==> src/rtl/sc_regbus_arbiter.sv <==
// sc_regbus_arbiter: round-robin two-port sequencer for a single register-access bus.
// Each access issues one write or read strobe; reads wait RD_LAT cycles before the
// data is captured and acknowledged. All outputs are registered.
module sc_regbus_arbiter #(
    parameter int unsigned ADDR_W = 16,
    parameter int unsigned RD_LAT = 1
) (
    input  logic              ACLK,
    input  logic              ARESETN,
    input  logic              REQ0,
    input  logic              REQ1,
    input  logic              WR0,
    input  logic              WR1,
    input  logic [ADDR_W-1:0] ADR0,
    input  logic [ADDR_W-1:0] ADR1,
    input  logic [31:0]       WDT0,
    input  logic [31:0]       WDT1,
    input  logic [3:0]        WEN0,
    input  logic [3:0]        WEN1,
    output logic              ACK0,
    output logic              ACK1,
    output logic [31:0]       RDT0,
    output logic [31:0]       RDT1,
    output logic              REG_WE,
    output logic [ADDR_W-1:0] REG_WADR,
    output logic [31:0]       REG_WDAT,
    output logic [3:0]        REG_WEN,
    output logic              REG_RE,
    output logic [ADDR_W-1:0] REG_RADR,
    input  logic [31:0]       REG_RDAT,
    output logic              BUSY,
    output logic [1:0]        GNT
);

    localparam int unsigned DATA_W   = 32;
    localparam int unsigned BE_W     = 4;
    localparam int unsigned CNT_W    = 2;
    // RWAIT runs RD_LAT-1 extra cycles after ISSUE; clamp so RD_LAT=0 elaborates cleanly.
    localparam int unsigned LAT_LOAD = (RD_LAT > 0) ? RD_LAT - 1 : 0;

    typedef enum logic [1:0] {
        S_IDLE  = 2'd0,
        S_ISSUE = 2'd1,
        S_RWAIT = 2'd2,
        S_DONE  = 2'd3
    } state_t;

    typedef struct packed {
        logic              wr;
        logic [ADDR_W-1:0] adr;
        logic [DATA_W-1:0] wdt;
        logic [BE_W-1:0]   wen;
    } acc_t;

    state_t             state_q, state_d;
    logic               last_q, last_d;
    logic               own_q, own_d;
    logic               wr_q, wr_d;
    logic [CNT_W-1:0]   cnt_q, cnt_d;

    logic               ack0_d, ack1_d;
    logic [DATA_W-1:0]  rdt0_d, rdt1_d;
    logic               we_d, re_d;
    logic [ADDR_W-1:0]  wadr_d, radr_d;
    logic [DATA_W-1:0]  wdat_d;
    logic [BE_W-1:0]    wen_d;
    logic               busy_d;
    logic [1:0]         gnt_d;
    logic               capture;

    logic               sel;
    acc_t               acc0, acc1, acc;

    // Request fields bundled per port.
    assign acc0 = '{wr: WR0, adr: ADR0, wdt: WDT0, wen: WEN0};
    assign acc1 = '{wr: WR1, adr: ADR1, wdt: WDT1, wen: WEN1};

    // Round-robin pick: on contention the port not granted last wins.
    always_comb begin
        sel = (REQ0 && REQ1) ? ~last_q : REQ1;
        acc = sel ? acc1 : acc0;
    end

    // Next-state and next-output logic.
    always_comb begin
        state_d = state_q;
        last_d  = last_q;
        own_d   = own_q;
        wr_d    = wr_q;
        cnt_d   = cnt_q;
        ack0_d  = 1'b0;
        ack1_d  = 1'b0;
        we_d    = 1'b0;
        re_d    = 1'b0;
        rdt0_d  = RDT0;
        rdt1_d  = RDT1;
        wadr_d  = REG_WADR;
        wdat_d  = REG_WDAT;
        wen_d   = REG_WEN;
        radr_d  = REG_RADR;
        gnt_d   = GNT;
        capture = 1'b0;

        unique case (state_q)
            S_IDLE: begin
                if (REQ0 || REQ1) begin
                    state_d = S_ISSUE;
                    own_d   = sel;
                    last_d  = sel;
                    wr_d    = acc.wr;
                    gnt_d   = sel ? 2'b10 : 2'b01;
                    if (acc.wr) begin
                        // Write strobe and its ACK land together in ISSUE.
                        we_d   = 1'b1;
                        wadr_d = acc.adr;
                        wdat_d = acc.wdt;
                        wen_d  = acc.wen;
                        ack0_d = ~sel;
                        ack1_d = sel;
                    end else begin
                        re_d   = 1'b1;
                        radr_d = acc.adr;
                    end
                end
            end
            S_ISSUE: begin
                if (wr_q) begin
                    state_d = S_IDLE;
                end else if (RD_LAT == 0) begin
                    capture = 1'b1;
                    state_d = S_DONE;
                end else begin
                    cnt_d   = CNT_W'(LAT_LOAD);
                    state_d = S_RWAIT;
                end
            end
            S_RWAIT: begin
                if (cnt_q == '0) begin
                    capture = 1'b1;
                    state_d = S_DONE;
                end else begin
                    cnt_d = cnt_q - CNT_W'(1);
                end
            end
            S_DONE: begin
                state_d = S_IDLE;
            end
            default: begin
                state_d = S_IDLE;
            end
        endcase

        // Read data goes only to the owner; its ACK is visible with the data in DONE.
        if (capture) begin
            if (own_q) begin
                rdt1_d = REG_RDAT;
                ack1_d = 1'b1;
            end else begin
                rdt0_d = REG_RDAT;
                ack0_d = 1'b1;
            end
        end

        busy_d = (state_d != S_IDLE);
        if (!busy_d) begin
            gnt_d = '0;
        end
    end

    // State and registered outputs.
    always_ff @(posedge ACLK or negedge ARESETN) begin
        if (!ARESETN) begin
            state_q  <= S_IDLE;
            last_q   <= 1'b1;
            own_q    <= 1'b0;
            wr_q     <= 1'b0;
            cnt_q    <= '0;
            ACK0     <= 1'b0;
            ACK1     <= 1'b0;
            RDT0     <= '0;
            RDT1     <= '0;
            REG_WE   <= 1'b0;
            REG_WADR <= '0;
            REG_WDAT <= '0;
            REG_WEN  <= '0;
            REG_RE   <= 1'b0;
            REG_RADR <= '0;
            BUSY     <= 1'b0;
            GNT      <= '0;
        end else begin
            state_q  <= state_d;
            last_q   <= last_d;
            own_q    <= own_d;
            wr_q     <= wr_d;
            cnt_q    <= cnt_d;
            ACK0     <= ack0_d;
            ACK1     <= ack1_d;
            RDT0     <= rdt0_d;
            RDT1     <= rdt1_d;
            REG_WE   <= we_d;
            REG_WADR <= wadr_d;
            REG_WDAT <= wdat_d;
            REG_WEN  <= wen_d;
            REG_RE   <= re_d;
            REG_RADR <= radr_d;
            BUSY     <= busy_d;
            GNT      <= gnt_d;
        end
    end

endmodule

==> config.mk <==
export PLATFORM = sky130hd
export DESIGN_NAME = sc_regbus_arbiter
export DESIGN_NICKNAME = d
export VERILOG_FILES = /design/src/rtl/sc_regbus_arbiter.sv
export SDC_FILE = /design/constraint.sdc
export NUM_CORES = 1
export LEC_CHECK = 0
export CELL_PAD_IN_SITES_DETAIL_PLACEMENT = 0
export CELL_PAD_IN_SITES_GLOBAL_PLACEMENT = 2
export CORE_UTILIZATION = 35
export CTS_CLUSTER_DIAMETER = 50
export DETAILED_ROUTE_END_ITERATION = 16
export DONT_BUFFER_PORTS = 1
export GPL_ROUTABILITY_DRIVEN = 0
export HOLD_SLACK_MARGIN = 0.08
export PLACE_DENSITY = 0.79
export SYNTH_ARGS = -nofsm -noshare
export SYNTH_HDL_FRONTEND = slang
export SYNTH_SLANG_ARGS = --single-unit
==> constraint.sdc <==
create_clock -name ACLK -period 1.6 [get_ports ACLK]
set_input_delay 0.16 -clock ACLK [delete_from_list [all_inputs] [get_ports ACLK]]
set_output_delay 0.16 -clock ACLK [all_outputs]
set_load 0.005 [all_outputs]
==> metrics.txt, run 1 <==
Post-synth EDFFs=0; Mapped Nets=between 500 and 600; Synth async-reset ratio=100%; Clock Path Buffers=2; Die X=133 um; CTS Buf Count=17; Initial Util=36.1%; Port Buffers=0; distinct cell type count of the synthesized netlist=35; postcts setup bufs=3; # hold bufs at CTS=139; IO Pins=about 280; die height=133 um; Clk Tree Root Cell=clkbuf_16; Rows=between 40 and 50; Post-Syn Area=6030 um^2; Exit stage=clock tree synthesis (4_1_cts); synth warn=0; sequential share of the synthesized area=60.6%; Post-DP HPWL=approximately 11000 um; Mean Syn Cell Area=between 10 and 15 um^2; most common flop cell mapped by yosys=dfrtp_1; # clock sinks=146; #FFs+latches synth=between 100 and 150; H-Tree Depth=4; CTS resizes=4; status=aborted with a tool error; Stop Error=[ERROR RSZ-0060] Max buffer count reached.; Mapped Cells=439
==> logic make-up after synthesis <==
logic type	share of synthesized area, %
buf+inv	3.34
compound gates	19.5
fa+ha+maj	0.208
flops	60.6
simple gates	4.01
mux	12.3
==> synth_stat cells (2+ instances only) <==
| master | count | area share (%) |
|---|---|---|
| a21oi_1 | 20 | 1.7 |
| buf_2 | 7 | 0.58 |
| buf_4 | 4 | 0.50 |
| buf_6 | 5 | 0.93 |
| clkbuf_1 | 14 | 0.87 |
| dfrtp_1 | 145 | 60 |
| inv_1 | 6 | 0.37 |
| mux2_1 | 59 | 11 |
| mux2_2 | 6 | 1.1 |
| nand2_1 | 6 | 0.37 |
| nand2b_1 | 2 | 0.21 |
| nand3_1 | 2 | 0.17 |
| nand3_2 | 2 | 0.33 |
| nand3b_1 | 2 | 0.25 |
| nor3b_1 | 16 | 2.0 |
| o21a_1 | 52 | 6.5 |
| o21ai_0 | 6 | 0.50 |
| o22a_1 | 52 | 7.6 |
| o2bb2ai_1 | 17 | 2.5 |
==> through the flow <==
step / setup TNS, ns / cells / worst slack (ns) / area [um^2] / hold WS, ns
floorplan: -0.535 / 439 / -0.0267 / 6040 / -0.136
global placement: -0.263 / 655 / -0.0241 / 6430 / -0.132
detailed placement: -0.612 / 655 / -0.0640 / 6430 / -0.132
==> inputs of run 2 (changes only) <==
CELL_PAD_IN_SITES_DETAIL_PLACEMENT = unset   (was 0)
CELL_PAD_IN_SITES_GLOBAL_PLACEMENT = unset   (was 2)
CORE_UTILIZATION = 40   (was 35)
CTS_CLUSTER_DIAMETER = unset   (was 50)
HOLD_SLACK_MARGIN = unset   (was 0.08)
PLACE_DENSITY = unset   (was 0.79)
PLACE_DENSITY_LB_ADDON = 0.15   (was unset)
clock period = 2.1 ns   (was 1.6 ns; I/O delays follow)
==> metrics.txt, run 2 <==
status=complete, but fails checks; failing checks=design-rule violations, negative hold slack; RR Startpoint=state_q[0]; PD cells=around 1500 nW/um^2; CTS Buf Count=17; worst-margin pin slew=0.538 ns; ANT nets after route=0; distinct cell type count of the synthesized netlist=35; Min Hold Slack=-0.502 ns; Hold Fails Final Rpt=about 150; initial antenna violation count=0; H-Tree Depth=4; M2 GR Usage=33.5%; vias in the first global route=~4.2k; Worst R2R Path Depth=5; routed vias/inst=5.57; most common flop cell mapped by yosys=dfrtp_1; First-pass DRT Iterations=10; fin util=49.8%; CTS resizes=0; CTS clk-pin slew, worst paths=0.06 ns; IO Pins=281; Max Slew Vio Count=0; die height=between 100 and 150 um; Regs by FF count=RDT0: 32 flops, RDT1: 32 flops, REG_WDAT: 32 flops; Port Buffers=0; #FFs+latches synth=146; post-route cell area=between 7000 and 8000 um^2; Startpoint Class=flop; dominant cells by area after synthesis=dfrtp_1 60%, mux2_1 11%, o22a_1 7.6%, o21a_1 6.5%, o2bb2ai_1 2.5%; crit end category=flop; share of cells above drive strength 1=10.5%; largest net degree at the start of global routing=147; total grt overflow=0; placed inst area=6240 um^2; Final period util=83.7%; synth cell count leaders=145 x dfrtp_1, 59 x mux2_1, 52 x o21a_1, 52 x o22a_1, 20 x a21oi_1; most frequent cell after synthesis=dfrtp_1; gr busiest metal=met2; skew final=0.00396 ns; number of fill cells=1255; Clock Path Buffers=2; most common cell after layout, fill and taps aside=dfrtp_1; Synth async-reset ratio=100%; Mapped Nets=582; top-area cell type share of the netlist area=around three fifths; minimum clock period=1.76 ns; RSZ-0062 raised after global routing=no; final setup TNS=0 ns; met1 usage in global routing=22.6%; Yosys top cell by area=dfrtp_1; Total Routing Usage GR=20.0%; Post-Syn Area=6030 um^2; Routed Wire Length=14900 um; leakage power=slightly below 3 nW; Mean Syn Cell Area=13.7 um^2; Placeable Area=14600 um^2; DR iter-0 viols=160; most frequent cells in the layout=145 x dfrtp_1, 59 x mux2_1, 52 x o22a_1, 52 x o21a_1, 44 x dlygate4sd3_1; Die X=125 um; Mapped Cells=around 440; Rows=44; Nets=626; DIE AREA=15600 um^2; Initial Util=41.2%; fmax=569 MHz; CP Class=flop to flop; CTS tree=yes; DRC errors left=40; area grow syn2layout=20.9%; critical path fanouts, max=32; # clock sinks=approximately 150; drt wl/cell=22.0 um; met3 Usage GRT=slightly above 9%; Clk Tree Root Cell=clkbuf_16; endpoints failing setup=0; sequential share of the synthesized area=60.6%; crit path DAT=about 2 ns; crit path launch=state_q[0]; relative slew slack=64.1%; first-pass GRT wire length=23800 um; Post-synth EDFFs=0; Max VDD drop=0.539 mV; Vias=3782; ANT cells=0; Hold Crit Class=input pin to asynchronous set/reset pin; Max Cap Viol=0; Post-DP HPWL=between 9000 and 10000 um; synth warn=0; Required @ worst endpoint=2.39 ns; Skew-Pair Late Insertion Delay=0.40 ns
## run 2: per-stage QoR
step                      setup WS (ns)  instances  power (mW)
after floorplan                   0.458        439        6.96
after global placement            0.423        604        7.64
after detailed placement          0.359        604        7.76
after CTS                         0.351        678        11.0
after global routing              0.243        679        11.5
final                             0.342        679        10.9
## run 2: worst max-delay path, stage by stage, from the launching register on
cell     delay, ns
dfrtp_1       0.47
and2b_1       0.31
nand2_1       0.14
nor2_4        0.13
buf_12        0.21
mux2_1        0.35
## run 2: routing by layer
metal  wire [um]  up-vias
met5           0        -
met4         191        0
met3        1560       10
met2        7300      190
met1        5880     1866
li1            -     1716
## run 2: power breakdown
group	switching [mW]	leakage (nW)	total, mW	internal (mW)
clock	1.12	0.286	3.13	2.01
combinational	1.02	0.903	2.36	1.34
sequential	1.18	1.71	5.40	4.22
## run 2: cell families (layout without fill, tap and decap cells)
family	count (synthesis)	after routing	synth area share (%)
AOI/OAI and AO/OA	153	153	19.5
adders and majority gates	1	1	0.208
buffers and inverters	37	93	3.34
DFF	146	146	60.6
muxes	66	66	12.3
and+or+nand+nor	36	36	4.01
## run 2: layout make-up
class                   instances  area, um^2  share of cell area (%)
repair buffers                 56         581                    7.97
inverters                       6        22.5                   0.309
multi-input cells             256        2190                    30.0
clock buffers                  22         454                    6.23
flip-flops and latches        146        3650                    50.2
well taps                     184         230                    3.16
clock inverters                 9         156                    2.15
## run 2: path summary, 6_finish.rpt
kind                          endpoint  slack, ns
max                            RDT0[4]       0.34
min                           RDT1[12]      -0.50
max reg2reg                    RDT0[4]       0.34
min reg2reg                   RDT0[22]       0.51
max in group asynchronous       last_q       2.31
min in group ACLK          REG_RADR[7]       0.02
## run 2: repair_timing
| action | CTS | global route |
|---|---|---|
| endpoints found under the hold margin | 220 | 147 |
| buffers inserted | 0 | 0 |
| hold buffers | 43 | 1 |
Note: power is estimated with default switching activity, not from simulation.
